`config.mk`:
```
export PLATFORM = sky130hd
export DESIGN_NAME = frame_sync_detector
export DESIGN_NICKNAME = d
export VERILOG_FILES = /design/src/rtl/frame_sync_pkg.sv /design/src/rtl/pattern_word_lut.sv /design/src/rtl/frame_sync_detector.sv
export SDC_FILE = /design/constraint.sdc
export NUM_CORES = 1
export LEC_CHECK = 0
export ABC_AREA = 0
export CORE_MARGIN = 3
export CORE_UTILIZATION = 52
export DETAILED_ROUTE_END_ITERATION = 10
export PLACE_DENSITY = 0.8
export SYNTH_ARGS = -nofsm -noshare
export SYNTH_HDL_FRONTEND = slang
export SYNTH_HIERARCHICAL = 1
export SYNTH_SLANG_ARGS = --single-unit
export TNS_END_PERCENT = 30
```
`constraint.sdc`:
```
create_clock -name i_clk -period 3.4 [get_ports i_clk]
set_clock_uncertainty 0.05 [all_clocks]
set_input_delay 0.51 -clock i_clk [delete_from_list [all_inputs] [get_ports i_clk]]
set_output_delay 0.51 -clock i_clk [all_outputs]
set_load 0.01 [all_outputs]
```
`src/rtl/frame_sync_pkg.sv`:
```
// rtl/frame_sync_pkg.sv - shared frame start pattern constants and sync FSM encoding
package frame_sync_pkg;

    localparam int PAT_LEN    = 64;
    localparam int PAT_WORD_W = 16;
    localparam int PAT_IDX_W  = $clog2(PAT_LEN);

    localparam logic [PAT_IDX_W-1:0] PAT_LAST_IDX = PAT_IDX_W'(PAT_LEN - 1);

    localparam logic [PAT_WORD_W-1:0] PAT_HEAD0 = 16'hABCD;
    localparam logic [PAT_WORD_W-1:0] PAT_HEAD1 = 16'hEF89;
    localparam logic [PAT_WORD_W-1:0] PAT_EVEN  = 16'hBDE7;
    localparam logic [PAT_WORD_W-1:0] PAT_ODD   = 16'hF0A5;
    localparam logic [PAT_WORD_W-1:0] PAT_TAIL0 = 16'h4567;
    localparam logic [PAT_WORD_W-1:0] PAT_TAIL1 = 16'h3210;

    typedef enum logic {
        HUNT = 1'b0,
        LOCK = 1'b1
    } sync_state_e;

endpackage

```
`src/rtl/pattern_word_lut.sv`:
```
// rtl/pattern_word_lut.sv - frame start pattern word lookup by index
module pattern_word_lut
    import frame_sync_pkg::*;
(
    input  logic [PAT_IDX_W-1:0]  i_index,
    output logic [PAT_WORD_W-1:0] o_word
);

    // Head and tail words are unique; the middle alternates on index parity.
    always_comb begin
        o_word = PAT_EVEN;
        if (i_index == PAT_IDX_W'(0)) begin
            o_word = PAT_HEAD0;
        end else if (i_index == PAT_IDX_W'(1)) begin
            o_word = PAT_HEAD1;
        end else if (i_index == PAT_IDX_W'(62)) begin
            o_word = PAT_TAIL0;
        end else if (i_index == PAT_IDX_W'(63)) begin
            o_word = PAT_TAIL1;
        end else if (i_index[0]) begin
            o_word = PAT_ODD;
        end
    end

endmodule

```
`src/rtl/frame_sync_detector.sv`:
```
// rtl/frame_sync_detector.sv - hunts for the frame start pattern and forwards one payload frame
module frame_sync_detector
    import frame_sync_pkg::*;
#(
    parameter int FRAME_WORDS = 256,
    parameter int CNT_W       = 16
) (
    input  logic             i_clk,
    input  logic             i_rst_n,
    input  logic [15:0]      i_data,
    input  logic             i_valid,
    output logic [15:0]      o_data,
    output logic             o_valid,
    output logic             o_sof,
    output logic             o_eof,
    output logic             o_sync,
    output logic             o_sync_err,
    output logic             o_locked,
    output logic [CNT_W-1:0] o_frame_cnt
);

    // Wide enough to hold FRAME_WORDS itself, so FRAME_WORDS = 1 still gets one bit.
    localparam int               PAY_W    = $clog2(FRAME_WORDS + 1);
    localparam logic [PAY_W-1:0] PAY_LAST = PAY_W'(FRAME_WORDS - 1);

    sync_state_e            state_q, state_d;
    logic [PAT_IDX_W-1:0]   idx_q, idx_d;
    logic [PAY_W-1:0]       pay_cnt_q, pay_cnt_d;
    logic [15:0]            data_q, data_d;
    logic                   valid_q, valid_d;
    logic                   sof_q, sof_d;
    logic                   eof_q, eof_d;
    logic                   sync_q, sync_d;
    logic                   sync_err_q, sync_err_d;
    logic                   locked_q, locked_d;
    logic [CNT_W-1:0]       frame_cnt_q, frame_cnt_d;
    logic [PAT_WORD_W-1:0]  exp_word;

    pattern_word_lut u_pattern_word_lut (
        .i_index (idx_q),
        .o_word  (exp_word)
    );

    // Next-state and registered-output computation; pulses default low each cycle.
    always_comb begin
        state_d     = state_q;
        idx_d       = idx_q;
        pay_cnt_d   = pay_cnt_q;
        data_d      = data_q;
        valid_d     = 1'b0;
        sof_d       = 1'b0;
        eof_d       = 1'b0;
        sync_d      = 1'b0;
        sync_err_d  = 1'b0;
        frame_cnt_d = frame_cnt_q;

        if (i_valid) begin
            case (state_q)
                HUNT: begin
                    if (i_data == exp_word) begin
                        if (idx_q == PAT_LAST_IDX) begin
                            sync_d    = 1'b1;
                            state_d   = LOCK;
                            idx_d     = '0;
                            pay_cnt_d = '0;
                            if (frame_cnt_q != {CNT_W{1'b1}}) begin
                                frame_cnt_d = frame_cnt_q + CNT_W'(1);
                            end
                        end else begin
                            idx_d = idx_q + PAT_IDX_W'(1);
                        end
                    end else begin
                        // HEAD0 occurs only at index 0, so it is the sole restart point.
                        idx_d      = (i_data == PAT_HEAD0) ? PAT_IDX_W'(1) : '0;
                        sync_err_d = (idx_q >= PAT_IDX_W'(2));
                    end
                end
                LOCK: begin
                    valid_d = 1'b1;
                    data_d  = i_data;
                    sof_d   = (pay_cnt_q == '0);
                    if (pay_cnt_q == PAY_LAST) begin
                        eof_d     = 1'b1;
                        state_d   = HUNT;
                        pay_cnt_d = '0;
                    end else begin
                        pay_cnt_d = pay_cnt_q + PAY_W'(1);
                    end
                end
                default: begin
                    state_d = HUNT;
                    idx_d   = '0;
                end
            endcase
        end
    end

    // Locked spans the sync cycle through the eof cycle inclusive.
    always_comb begin
        locked_d = (state_d == LOCK) || eof_d;
    end

    // State and output registers; reset abandons any frame in progress.
    always_ff @(posedge i_clk or negedge i_rst_n) begin
        if (!i_rst_n) begin
            state_q     <= HUNT;
            idx_q       <= '0;
            pay_cnt_q   <= '0;
            data_q      <= '0;
            valid_q     <= 1'b0;
            sof_q       <= 1'b0;
            eof_q       <= 1'b0;
            sync_q      <= 1'b0;
            sync_err_q  <= 1'b0;
            locked_q    <= 1'b0;
            frame_cnt_q <= '0;
        end else begin
            state_q     <= state_d;
            idx_q       <= idx_d;
            pay_cnt_q   <= pay_cnt_d;
            data_q      <= data_d;
            valid_q     <= valid_d;
            sof_q       <= sof_d;
            eof_q       <= eof_d;
            sync_q      <= sync_d;
            sync_err_q  <= sync_err_d;
            locked_q    <= locked_d;
            frame_cnt_q <= frame_cnt_d;
        end
    end

    assign o_data      = data_q;
    assign o_valid     = valid_q;
    assign o_sof       = sof_q;
    assign o_eof       = eof_q;
    assign o_sync      = sync_q;
    assign o_sync_err  = sync_err_q;
    assign o_locked    = locked_q;
    assign o_frame_cnt = frame_cnt_q;

endmodule

```
==> summary.md <==
| Metric | Value |
|---|---|
| Die width | 81.1 um |
| Vias post-DR | 2373 |
| First DRT Iteration DRCs | 198 |
| CTS root buf | clkbuf_8 |
| # Post-CTS Setup Buffers | 0 |
| Starting Density | a little under three fifths |
| Register bit count reported by yosys | 54 |
| Die area | 0.00657 mm2 |
| CTS buffer count | 5 |
| DRT Wirelength | roughly 6500 um |
| Yosys warning count | 6 |
| Post-placement cell area | 0.00355 mm2 |
| Post-synth EDFFs | 0 |
| Vias in the first global route | 2423 |
| Area growth syn-to-layout | 24.7% |
| Remaining Overflow, GRT | 0 |
| Final Hold Fails | 0 |
| Setup ws final | 436 ps |
| Worst-Skew Late Latency | 310 ps |
| Post-synth top flop | dfrtp_1 |
| Total GRT Usage | 21.9% |
| Initial antenna violation count | 0 |
| Number of library cell types mapped by synthesis | 53 |
| Crit path required time | 3580 ps |
| Worst Setup Slack post-DPL | 499 ps |
| R2r startpoint | idx_q[4]$_DFFE_PN0P_ |
| Crit end category | register |
| Cts hold-fix bufs | 0 |
| Routed vias/inst | 5.49 |
| Top cells by count, synth | nand2_1 (66), dfrtp_1 (54), xor2_1 (30), nor2_1 (17), nand3_1 (12) |
| Kind of critical path | reg -> reg |
| Synth top area cells | dfrtp_1 (46%), xor2_1 (9.0%), nand2_1 (8.5%) |
| Routed WL per cell | 15.1 um |
| Peak fanout along the critical path | 25 |
| Critical Path Source | idx_q[4]$_DFFE_PN0P_ |
| Maximum VDD drop | 0.300 mV |
| Fraction of layout cells with a size suffix above 1 | 9.12% |
| Cell area after synthesis | about 0.0029 mm2 |
| Status | finished, final reports clean |
| Fin cells | 432 |
| Die height | 81.1 um |
| Clock transition at path regs | approximately 100 ps |
| Yosys top cell area share | 46.1% |
| Clock Tree Buf Depth | 2 |
| Worst flop-to-flop path endpoint | idx_q[5]$_DFFE_PN0P_ |
| # diodes | 0 |
| CTS Sinks | 54 |
| Worst hold-check path type | in -> async |
| Yosys top cell by area | dfrtp_1 |
| DP Cell Count | 424 |
| Drt drc | 0 |
| Dpl hpwl | 4890 um |
| Post-route setup TNS | 0 ps |
| Core footprint | 0.00527 mm2 |
| Share of flip-flops with an asynchronous set or reset | 100% |
| Nets | 385 |
| Setup slack, reg-to-reg | 440 ps |
| Layout fillers | 414 |
| Row count | 26 |
| Gpl congestion | 0.877 |
| Worst setup SP type | register |
| Leak | 0.00163 uW |
| Max-Cap Viols | 0 |
| Fin crit share | 87.2% |
| Final min period | 2960 ps |
| Pin count of the biggest net entering global routing | 35 |
| PD cells | between 300 and 400 mW/mm2 |
| Worst reg-to-reg path cell count | 9 |
| Post-Syn Instances | 304 |
| Boundary pin count | 57 |
| Syn_area_per_cell | 9.64 um2 |
| Cts repair resizes | 0 |
| Critical path data arrival time | 3140 ps |
| Endpoints failing setup | 0 |
| First-pass GRT wire length | around 11000 um |
| Highest clock rate | 337 MHz |
| H-tree lvl count | 2 |
| Antenna Nets Post-Route | 0 |
| Syn_nets | about 330 |
| CTS tree | built |
| Pre-Repair DR Iteration Count | 4 |
| Tot Pwr | 1390 uW |
| Worst Max-Slew Pin Slew | 730 ps |
| Max-slew violation count | 0 |
| Seq/Total Area, Yosys | 46.1% |
| # port buffers | 56 |
| Count leader, synth | nand2_1 |
| Slew headroom | around 51% |
| Design area | 0.00365 mm2 |
| RSZ-0062 raised after global routing | no |
-- per-stage QoR --
step | hold slack, ps | util [%]
after floorplan | 164 | -
final | 196 | 69.3
after global routing | 264 | 69.3
after CTS | 217 | 69.3
after detailed placement | 412 | 67.3
after global placement | 409 | 67.3
-- how the worst max path moves through the flow --
stage	end	slack (ps)	depth (start not counted)
after floorplan	o_frame_cnt[1]$_DFFE_PN0P_	870	9
after global placement	o_frame_cnt[1]$_DFFE_PN0P_	620	9
after detailed placement	o_frame_cnt[1]$_DFFE_PN0P_	500	9
after CTS	o_frame_cnt[1]$_DFFE_PN0P_	460	9
after global routing	o_frame_cnt[1]$_DFFE_PN0P_	290	9
final	idx_q[5]$_DFFE_PN0P_	440	9
-- layout make-up --
cell class	count	area (um2)	area share, %
repair buffers	61	593	16.2
clock inverters	1	30.0	0.822
clock buffers	7	76.3	2.09
multi-input cells	226	1470	40.1
flip-flops and latches	54	1350	37.0
well taps	70	87.6	2.40
inverters	13	48.8	1.34
-- kinds of logic (layout without fill, tap and decap cells) --
| family | Yosys count | in the layout | share of synthesized area, % |
|---|---|---|---|
| flip-flops | 54 | 54 | 46.1 |
| AO/OA/AOI/OAI | 34 | 34 | 7.86 |
| adder cells (fa/ha/maj) | 5 | 5 | 2.14 |
| AND/OR/NAND/NOR | 150 | 150 | 28.8 |
| XOR/XNOR | 34 | 34 | 10.2 |
| buffers and inverters | 24 | 82 | 3.80 |
| multiplexers | 3 | 3 | 1.07 |
-- cell usage in the layout, fill, tap and decap left out, drive strengths merged, types with 2 or more instances in the layout --
cell,Yosys,final
a21oi,8,8
a2bb2oi,4,4
a31oi,3,3
and3,3,3
buf,6,6
clkbuf,5,7
clkdlybuf4s50,0,55
dfrtp,54,54
ha,5,5
inv,12,12
mux2i,2,2
nand2,66,66
nand3,12,12
nand4,9,9
nor2,18,18
nor2b,2,2
nor3,13,13
nor4,10,10
nor4b,5,5
o2111ai,2,2
o21ai,10,10
or2,2,2
or4,3,3
xnor2,4,4
xor2,30,30
-- state kept, by name, indices dropped and copies added (netlist names) --
| signal | count |
|---|---|
| o_data | 16 |
| o_frame_cnt | 16 |
| pay_cnt_q | 9 |
| idx_q | 6 |
| o_eof | 1 |
| o_locked | 1 |
| o_sof | 1 |
| o_sync | 1 |
| o_sync_err | 1 |
| o_valid | 1 |
| state_q | 1 |
-- where the power goes --
group	internal [uW]	switching, uW
combinational	106	108
sequential	692	54.3
clock	221	209
total	1020	372
-- metal layers --
metal  GRT usage [%]  up-vias  routed length (um)
met1            28.5     1148                2940
met4            5.24        0                  37
met3            4.21        3                 230
li1                -     1168                   -
met5               0        -                   0
met2            37.8       54                3320
-- critical path: stages, from the launching register on --
cell and delay [ps]:
dfrtp_1 480, nor4_2 340, and2b_1 320, nor2_1 110
xor2_1 200, nor4_2 350, nand4_2 130, buf_4 250
or4_1 530, o21ai_1 110
(Power assumes the default switching activity.)
